--- src/rtl/alu_uart_pkg.sv ---
// Shared definitions for the UART/ALU frame path: opcode values, FSM encodings
// and the opcode legality check used by the sequencer, the ALU and the benches.
package alu_uart_pkg;

   localparam int NB_BYTE_DEF = 8;
   localparam int SIZEOP_DEF  = 6;

   localparam logic [5:0] OP_ADD = 6'b100000;
   localparam logic [5:0] OP_SUB = 6'b100010;
   localparam logic [5:0] OP_AND = 6'b100100;
   localparam logic [5:0] OP_OR  = 6'b100101;
   localparam logic [5:0] OP_XOR = 6'b100110;
   localparam logic [5:0] OP_NOR = 6'b100111;
   localparam logic [5:0] OP_SRL = 6'b000010;
   localparam logic [5:0] OP_SRA = 6'b000011;

   typedef enum logic [2:0] {
      ST_RX_A,
      ST_RX_B,
      ST_RX_OP,
      ST_EXEC,
      ST_TX
   } frame_state_t;

   typedef enum logic [1:0] {
      TX_IDLE,
      TX_LOAD,
      TX_WAIT
   } tx_state_t;

   function automatic logic op_is_legal(input logic [31:0] op);
      case (op)
         32'(OP_ADD), 32'(OP_SUB), 32'(OP_AND), 32'(OP_OR),
         32'(OP_XOR), 32'(OP_NOR), 32'(OP_SRL), 32'(OP_SRA): op_is_legal = 1'b1;
         default:                                            op_is_legal = 1'b0;
      endcase
   endfunction

endpackage

--- src/rtl/alu_uart_sequencer_result_serializer.sv ---
// Captures the ALU result on load and streams it LSB byte first: one-cycle start
// pulse per byte, next byte only after i_tx_done; o_busy spans load to last done.
module result_serializer
   import alu_uart_pkg::*;
#(
   parameter int NB_BYTE    = NB_BYTE_DEF,
   parameter int N_BYTES_OP = 1
) (
   input  logic                          i_clock,
   input  logic                          i_reset,
   input  logic                          i_load,
   input  logic [NB_BYTE*N_BYTES_OP-1:0] i_result,
   input  logic                          i_tx_done,
   output logic                          o_tx_start,
   output logic [NB_BYTE-1:0]            o_tx_data,
   output logic                          o_busy,
   output logic                          o_done
);

   localparam int DATA_WIDTH = NB_BYTE * N_BYTES_OP;
   localparam int IDXW       = $clog2(N_BYTES_OP + 1);
   localparam logic [IDXW-1:0] LAST_IDX = IDXW'(N_BYTES_OP - 1);

   tx_state_t             st_q, st_d;
   logic [DATA_WIDTH-1:0] res_q, res_d;
   logic [IDXW-1:0]       idx_q, idx_d;

   always_ff @(posedge i_clock or posedge i_reset) begin
      if (i_reset) begin
         st_q  <= TX_IDLE;
         res_q <= '0;
         idx_q <= '0;
      end else begin
         st_q  <= st_d;
         res_q <= res_d;
         idx_q <= idx_d;
      end
   end

   always_comb begin
      st_d       = st_q;
      res_d      = res_q;
      idx_d      = idx_q;
      o_tx_start = 1'b0;
      o_done     = 1'b0;
      case (st_q)
         TX_IDLE: begin
            if (i_load) begin
               res_d = i_result;
               idx_d = '0;
               st_d  = TX_LOAD;
            end
         end
         TX_LOAD: begin
            o_tx_start = 1'b1;
            st_d       = TX_WAIT;
         end
         TX_WAIT: begin
            // tx_done seen in any other state is stray and ignored
            if (i_tx_done) begin
               if (idx_q == LAST_IDX) begin
                  o_done = 1'b1;
                  idx_d  = '0;
                  st_d   = TX_IDLE;
               end else begin
                  idx_d = idx_q + 1'b1;
                  st_d  = TX_LOAD;
               end
            end
         end
         default: st_d = TX_IDLE;
      endcase
   end

   assign o_tx_data = res_q[NB_BYTE*int'(idx_q) +: NB_BYTE];
   assign o_busy    = i_load || (st_q != TX_IDLE);

endmodule

--- src/rtl/alu_uart_sequencer.sv ---
// Builds A/B/opcode frames from UART RX bytes, runs the ALU and returns the result
// over TX; result is captured 1 clock after the opcode byte, RX bytes while busy are dropped.
module alu_uart_sequencer
   import alu_uart_pkg::*;
#(
   parameter int NB_BYTE        = NB_BYTE_DEF,
   parameter int N_BYTES_OP     = 1,
   parameter int SIZEOP         = SIZEOP_DEF,
   parameter int TIMEOUT_CYCLES = 65535
) (
   input  logic                          i_clock,
   input  logic                          i_reset,
   input  logic                          i_rx_done,
   input  logic [NB_BYTE-1:0]            i_rx_data,
   output logic [NB_BYTE*N_BYTES_OP-1:0] o_alu_a,
   output logic [NB_BYTE*N_BYTES_OP-1:0] o_alu_b,
   output logic [SIZEOP-1:0]             o_alu_op,
   input  logic [NB_BYTE*N_BYTES_OP-1:0] i_alu_result,
   output logic                          o_tx_start,
   output logic [NB_BYTE-1:0]            o_tx_data,
   input  logic                          i_tx_done,
   output logic                          o_busy,
   output logic                          o_frame_error,
   output logic                          o_overrun
);

   localparam int DATA_WIDTH = NB_BYTE * N_BYTES_OP;
   localparam int IDXW       = $clog2(N_BYTES_OP + 1);
   localparam int TW         = $clog2(TIMEOUT_CYCLES + 1);
   localparam logic [IDXW-1:0] LAST_IDX = IDXW'(N_BYTES_OP - 1);
   localparam logic [TW-1:0]   TMO_LAST = TW'(TIMEOUT_CYCLES - 1);

   frame_state_t          state_q, state_d;
   logic [IDXW-1:0]       idx_q, idx_d;
   logic [DATA_WIDTH-1:0] a_q, a_d, b_q, b_d;
   logic [SIZEOP-1:0]     op_q, op_d;
   logic [TW-1:0]         tmo_q, tmo_d;
   logic                  frame_err_q, frame_err_d;
   logic                  overrun_q, overrun_d;
   logic                  ser_done;
   logic                  op_legal;
   logic                  tmo_run;

   always_ff @(posedge i_clock or posedge i_reset) begin
      if (i_reset) begin
         state_q     <= ST_RX_A;
         idx_q       <= '0;
         a_q         <= '0;
         b_q         <= '0;
         op_q        <= '0;
         tmo_q       <= '0;
         frame_err_q <= 1'b0;
         overrun_q   <= 1'b0;
      end else begin
         state_q     <= state_d;
         idx_q       <= idx_d;
         a_q         <= a_d;
         b_q         <= b_d;
         op_q        <= op_d;
         tmo_q       <= tmo_d;
         frame_err_q <= frame_err_d;
         overrun_q   <= overrun_d;
      end
   end

   always_comb begin
      state_d     = state_q;
      idx_d       = idx_q;
      a_d         = a_q;
      b_d         = b_q;
      op_d        = op_q;
      tmo_d       = tmo_q;
      frame_err_d = 1'b0;
      overrun_d   = 1'b0;

      op_legal = ((i_rx_data >> SIZEOP) == '0) && op_is_legal(32'(i_rx_data[SIZEOP-1:0]));
      tmo_run  = (state_q == ST_RX_A && idx_q != '0) || state_q == ST_RX_B || state_q == ST_RX_OP;

      if (i_rx_done)    tmo_d = '0;
      else if (tmo_run) tmo_d = tmo_q + 1'b1;

      case (state_q)
         ST_RX_A: begin
            if (i_rx_done) begin
               a_d[NB_BYTE*int'(idx_q) +: NB_BYTE] = i_rx_data;
               if (idx_q == LAST_IDX) begin
                  idx_d   = '0;
                  state_d = ST_RX_B;
               end else begin
                  idx_d = idx_q + 1'b1;
               end
            end
         end
         ST_RX_B: begin
            if (i_rx_done) begin
               b_d[NB_BYTE*int'(idx_q) +: NB_BYTE] = i_rx_data;
               if (idx_q == LAST_IDX) begin
                  idx_d   = '0;
                  state_d = ST_RX_OP;
               end else begin
                  idx_d = idx_q + 1'b1;
               end
            end
         end
         ST_RX_OP: begin
            if (i_rx_done) begin
               if (op_legal) begin
                  op_d    = i_rx_data[SIZEOP-1:0];
                  state_d = ST_EXEC;
               end else begin
                  frame_err_d = 1'b1;
                  state_d     = ST_RX_A;
               end
            end
         end
         ST_EXEC: state_d = ST_TX;
         ST_TX:   if (ser_done) state_d = ST_RX_A;
         default: state_d = ST_RX_A;
      endcase

      if (i_rx_done && (state_q == ST_EXEC || state_q == ST_TX)) overrun_d = 1'b1;

      // a byte landing in the expiry cycle keeps the frame alive
      if (!i_rx_done && tmo_run && tmo_q == TMO_LAST) begin
         frame_err_d = 1'b1;
         state_d     = ST_RX_A;
         idx_d       = '0;
         tmo_d       = '0;
      end
   end

   result_serializer #(
      .NB_BYTE    (NB_BYTE),
      .N_BYTES_OP (N_BYTES_OP)
   ) u_serializer (
      .i_clock    (i_clock),
      .i_reset    (i_reset),
      .i_load     (state_q == ST_EXEC),
      .i_result   (i_alu_result),
      .i_tx_done  (i_tx_done),
      .o_tx_start (o_tx_start),
      .o_tx_data  (o_tx_data),
      .o_busy     (o_busy),
      .o_done     (ser_done)
   );

   assign o_alu_a       = a_q;
   assign o_alu_b       = b_q;
   assign o_alu_op      = op_q;
   assign o_frame_error = frame_err_q;
   assign o_overrun     = overrun_q;

endmodule

--- config.mk ---
export PLATFORM = sky130hd
export DESIGN_NAME = alu_uart_sequencer
export DESIGN_NICKNAME = d
export VERILOG_FILES = /design/src/rtl/alu_uart_pkg.sv /design/src/rtl/alu_uart_sequencer_result_serializer.sv /design/src/rtl/alu_uart_sequencer.sv
export SDC_FILE = /design/constraint.sdc
export NUM_CORES = 1
export LEC_CHECK = 0
export ABC_CLOCK_PERIOD_IN_PS = 4200
export CAP_MARGIN = 5
export CORE_MARGIN = 4
export CORE_UTILIZATION = 45
export DETAILED_ROUTE_END_ITERATION = 10
export GPL_TIMING_DRIVEN = 1
export PLACE_DENSITY = 0.7
export SYNTH_ARGS = -nofsm -noshare
export SYNTH_HDL_FRONTEND = slang
export SYNTH_HIERARCHICAL = 1
export SYNTH_SLANG_ARGS = --single-unit
--- constraint.sdc ---
create_clock -name i_clock -period 4.2 [get_ports i_clock]
set_clock_uncertainty 0.15 [all_clocks]
set_input_delay 0.63 -clock i_clock [delete_from_list [all_inputs] [get_ports i_clock]]
set_output_delay 0.63 -clock i_clock [all_outputs]
set_load 0.05 [all_outputs]
# After elaboration in Yosys (flattened, before gate mapping)
# Index checks and enable logic that the tools add are counted.
# op_classes
add_sub_neg,4
eq_ne,23
shift,3
n_mux,36
reduce_logical,28
# ops
cell,n
two-way mux 16 bit,3
"== test 6 bit, second input constant",6
negator 4 -> 33 bit,1
"variable shift 8 x 33 -> 8 bit, first input constant",1
indexed part select 8 x 33 -> 8 bit,1
two-way mux 3 bit,7
two-way mux 1 bit,18
"inequality test 3 x 2 -> 1 bit, second input constant",6
"adder 16 x 1 -> 16 bit, second input constant",1
bitwise mux 8 bit,2
"== test 16 bit, second input constant",1
case mux 3 bit (5 select lines),1
"== test 6 x 2 -> 1 bit, second input constant",2
AND reduction 2 bit,5
logical NOT 8 bit,1
nonzero test 2 bit,4
OR reduction 8 bit,1
indexed part select 8 x 5 -> 8 bit,1
"== test 3 x 2 -> 1 bit, second input constant",2
two-way mux 2 bit,3
case mux 2 bit (3 select lines),1
AND reduction 3 bit,2
AND reduction 6 bit,1
logical AND 1 bit,5
other kinds (14),18
# word_totals
register_bits,55
out_inout_bits,34
word_cells,105

# Logic depth before layout (Yosys ltp)
# depth
word_depth,8
ltp_mapped,8
ltp_nobuf,7

# Hierarchy
# The synthesis kept the hierarchy.
# by_module_without_submodules
module,instances,cells_per_inst,area_per_inst_um2,seq_area_each_um2
alu_uart_sequencer,1,192,2120.8,1076.0
result_serializer,1,27,406.6,250.2

# Least setup slack after synthesis
# OpenSTA, ideal clock, no wires.
# synth_path
path_type,in2reg
startpoint,in i_rx_data[3]
endpoint,"reg op_q[0], in the netlist o_alu_op[0]"
setup_time_ns,0.125
t_arrival_ns,1.926
required_ns,3.925
setup_slack_ns,1.998
stages,5
n_path_buf,1
path_cell_list,nor4_2 o211ai_1 or4_1 buf_6 mux2_4
# synth_via
elab_chain_cells,5
elab_cells_between_ends,12
cone_classes,eq/ne (8); mux (1); reduce/logical (3)
# synth_lines
element,line_no,source
"start, declared",alu_uart_sequencer.sv:14,"input logic [NB_BYTE-1:0] i_rx_data,"
== test 6 bit or == test 6 x 2 -> 1 bit (tied branches),alu_uart_pkg.sv:32,case (op)
OR reduction 8 bit (*),alu_uart_pkg.sv:32,
two-way mux 1 bit (*),alu_uart_pkg.sv:32,
logical AND 1 bit (*),alu_uart_sequencer.sv:76,op_legal = ((i_rx_data >> SIZEOP) == '0) && op_is_legal(32'(i_rx_data[SIZEOP-1:0]));
AND reduction 3 bit (no source line) (*),n/a,
"end signal, assigned",alu_uart_sequencer.sv:59,op_q <= op_d;
"end, declared",alu_uart_sequencer.sv:36,"logic [SIZEOP-1:0] op_q, op_d;"
# Every way passes the cells marked *; elsewhere a longest branch is shown, timed or not.
# A chain may end at the register's enable or synchronous reset.

# Worst setup path in the final report
# layout_path
startpoint,reg state_q[1]
endpoint,out o_busy
# layout_via
elab_chain_cells,2
# layout_lines
element,line_no,source
"start, declared",alu_uart_sequencer.sv:33,"frame_state_t state_q, state_d;"
"start signal, assigned",alu_uart_sequencer.sv:55,state_q <= state_d;
== test 3 x 2 -> 1 bit,alu_uart_sequencer.sv:138,".i_load (state_q == ST_EXEC),"
logical OR 1 bit,alu_uart_sequencer_result_serializer.sv:76,assign o_busy = i_load || (st_q != TX_IDLE);
"end, declared",alu_uart_sequencer.sv:22,"output logic o_busy,"
# Every way passes these cells.

==> results.sh <==
export IMPL_outcome="complete, no violations"
export IMPL_fin_crit_sh=0.754
export IMPL_chipWidth_microns=82.9
export IMPL_cts_tree="yes"
export IMPL_grt_setup_unrepaired="false"
export IMPL_r2r_cells=4
export IMPL_die_h_microns=82.9
export IMPL_critPathKind="reg2out"
export IMPL_holdPathEnd="o_alu_op[4]"
export IMPL_ys_top_cells_by_count="dfrtp_1, mux2_2, nand2_1, nor2_1"
export IMPL_period_minus_slack_ns=3.17
export IMPL_max_slew_margin=0.391
export IMPL_avgRoutedWirePerCell_microns=15.4
export IMPL_vdd_ir_drop_max_mv=0.396
export IMPL_row_count=27
export IMPL_ioPinCount=54
export IMPL_ys_seq_elements=53
export IMPL_synth_cell_type_count=51
export IMPL_holdWs_ns=0.358
export IMPL_cts_made_buffers=5
export IMPL_critPathRequiredTime_ns=3.42
export IMPL_antenna_found_initial=0
export IMPL_vias=1879
export IMPL_yosysTopAreaCell="dfrtp_1"
export IMPL_clk_path_buf_depth=2
export IMPL_slew_violations=0
export IMPL_nets=293
export IMPL_tightest_slew_ns=0.911
export IMPL_final_antenna_net_count=0
export IMPL_r2r_end="u_serializer/res_q[5]"
export IMPL_wirelength_mm=5.29
export IMPL_insertion_delay_ns=0.30
export IMPL_fmax_mhz=316
export IMPL_finalSetupViolations=0
export IMPL_power_density_nw_per_um2=742
export IMPL_synthArstFlopShare=1.00
export IMPL_coreArea_sq_um=5470
export IMPL_path_clk_slew_ns=0.09
export IMPL_grt_ovfl_total=0
export IMPL_drtIter0Drc=109
export IMPL_yosysMostFrequentCell="dfrtp_1"
export IMPL_n_antenna_cell=0
export IMPL_start_util=0.462
export IMPL_viasPerCell=5.46
export IMPL_hpwl_mm=3.82
export IMPL_power_mw=2.37
export IMPL_leakagePower_nw=1.35
export IMPL_r2r_start="state_q[1]"
export IMPL_critPathMaxFanout=8
export IMPL_firstDrtPassIters=7
export IMPL_yosysWarningCount=6
export IMPL_postCtsSetupBuffers=0
export IMPL_synth_nets=241
export IMPL_synth_edf_count=0
export IMPL_yosysSeqAreaShare=0.525
export IMPL_h_tree_depth=2
export IMPL_hold_depth=1
export IMPL_synth_area_leaders="dfrtp_1, mux2_2, mux2_4"
export IMPL_hold_violations=0
export IMPL_grt_pass1_vias=1853
export IMPL_maxCapViolCount=0
export IMPL_cts_resized=0
export IMPL_r2r_slack_ns=1.80
export IMPL_layout_drive_gt1_share=0.184
export IMPL_dieArea_sq_um=6880
export IMPL_grt_pass1_wl_mm=9.12
export IMPL_area_growth_synth_to_final_pct=26.6
export IMPL_cts_sinks=53
export IMPL_hp_start="o_alu_op[4]"
export IMPL_synth_top_area_frac=0.525
export IMPL_io_buffers=53
export IMPL_grt_max_degree=44
export IMPL_netlist_instances=219
export IMPL_grtUsageTotal=0.159
export IMPL_setup_tns_final_ns=0
export IMPL_end_kind="output port"
export IMPL_cts_root_buffer="clkbuf_8"
export IMPL_drcViolationCount=0
export IMPL_syn_area_sq_um=2530
export IMPL_ctsHoldBuffers=0
export IMPL_hold_path_class="reg2reg"
export IMPL_synth_main_ff_cell="dfrtp_1"
export IMPL_gp_congestion=0.784
export IMPL_start_kind="flop"
export IMPL_crit_arrival_ns=2.39
export IMPL_syn_area_per_cell_sq_um=11.5
## worst max path at each step
stage | startpoint | end | slack (ns) | cells past startpoint
floorplan | i_rx_data[3] | o_alu_op[0] | 2.00 | 5
finish | state_q[1] | o_busy | 1.03 | 4
global placement | i_rx_data[3] | o_alu_op[0] | 1.34 | 5
detailed placement | i_rx_data[3] | o_alu_op[1] | 1.31 | 5
CTS | state_q[1] | o_busy | 1.02 | 4
global route | state_q[1] | o_busy | 0.86 | 4
## critical path: stages (launching register included)
cell and delay, ns:
dfrtp_1 0.51, inv_1 0.12, nor3b_1 0.43, or3_2 0.20, clkdlybuf4s50_1 0.81
## cell families (layout without fill, tap and decap cells)
family,Yosys count,in the layout,synth area share
AND/OR/NAND/NOR,72,72,0.174
flip-flops,53,53,0.525
AO/OA/AOI/OAI,46,46,0.116
multiplexers,28,28,0.131
buffers and inverters,17,70,0.0411
adder cells (fa/ha/maj),2,2,0.00990
XOR/XNOR,1,1,0.00347
## metal layers
layer	global-route usage	wire length, microns
met5	0	0
met2	0.254	2480
met1	0.205	2370
met3	0.0536	371
met4	0.0446	66
## final cells by class
type                            count  area, sq um
Timing Repair Buffer               56          553
Tap cell                           72         90.1
Fill cell                         490         2270
Inverter                            6         22.5
Multi-Input combinational cell    149         1100
Clock buffer                        6         72.6
Clock inverter                      2         38.8
Sequential cell                    53         1330
## power breakdown
part / internal, mW / leakage, nW / switching [mW]
sequential: 0.668 / 0.685 / 0.113
combinational: 0.470 / 0.609 / 0.780
clock: 0.179 / 0.0554 / 0.166
## cell usage in the layout, fill, tap and decap left out, types with 2 or more instances in the layout
master / synthesis / routed
buf_4: 2 / 3
nand4b_1: 2 / 2
nor3b_2: 2 / 2
a22oi_1: 3 / 3
clkdlybuf4s50_1: 0 / 53
or4_1: 2 / 2
ha_1: 2 / 2
a21oi_1: 11 / 11
o21ai_0: 11 / 11
nor4_1: 2 / 2
nor3b_1: 3 / 3
nor2b_1: 3 / 3
o22ai_1: 2 / 2
nand2_1: 12 / 12
and2_2: 2 / 2
a31oi_1: 2 / 2
mux2_2: 24 / 24
clkbuf_8: 0 / 5
nor3_1: 6 / 6
or3_1: 3 / 3
inv_1: 6 / 5
nand4_1: 3 / 3
dfrtp_1: 53 / 53
a21o_1: 7 / 7
nor2_1: 12 / 12
mux2_4: 4 / 4
nand3_1: 8 / 8
## state kept, by name (all words and copies together) (netlist names)
name and count:
o_alu_a 8, o_alu_b 8, o_alu_op 6, o_frame_error 1, o_overrun 1, state_q 3
tmo_q 16, u_serializer/res_q 8, u_serializer/st_q 2
## metrics by stage
| stage | cell area (sq um) | instances | setup WS (ns) | util |
|---|---|---|---|---|
| after floorplan | 2530 | 219 | 2.00 | - |
| after global placement | 3090 | 336 | 1.34 | 0.564 |
| after detailed placement | 3090 | 336 | 1.31 | 0.564 |
| after CTS | 3200 | 344 | 1.02 | 0.585 |
| after global routing | 3200 | 344 | 0.860 | 0.585 |
| final | 3200 | 344 | 1.03 | 0.585 |
(Power assumes the default switching activity.)
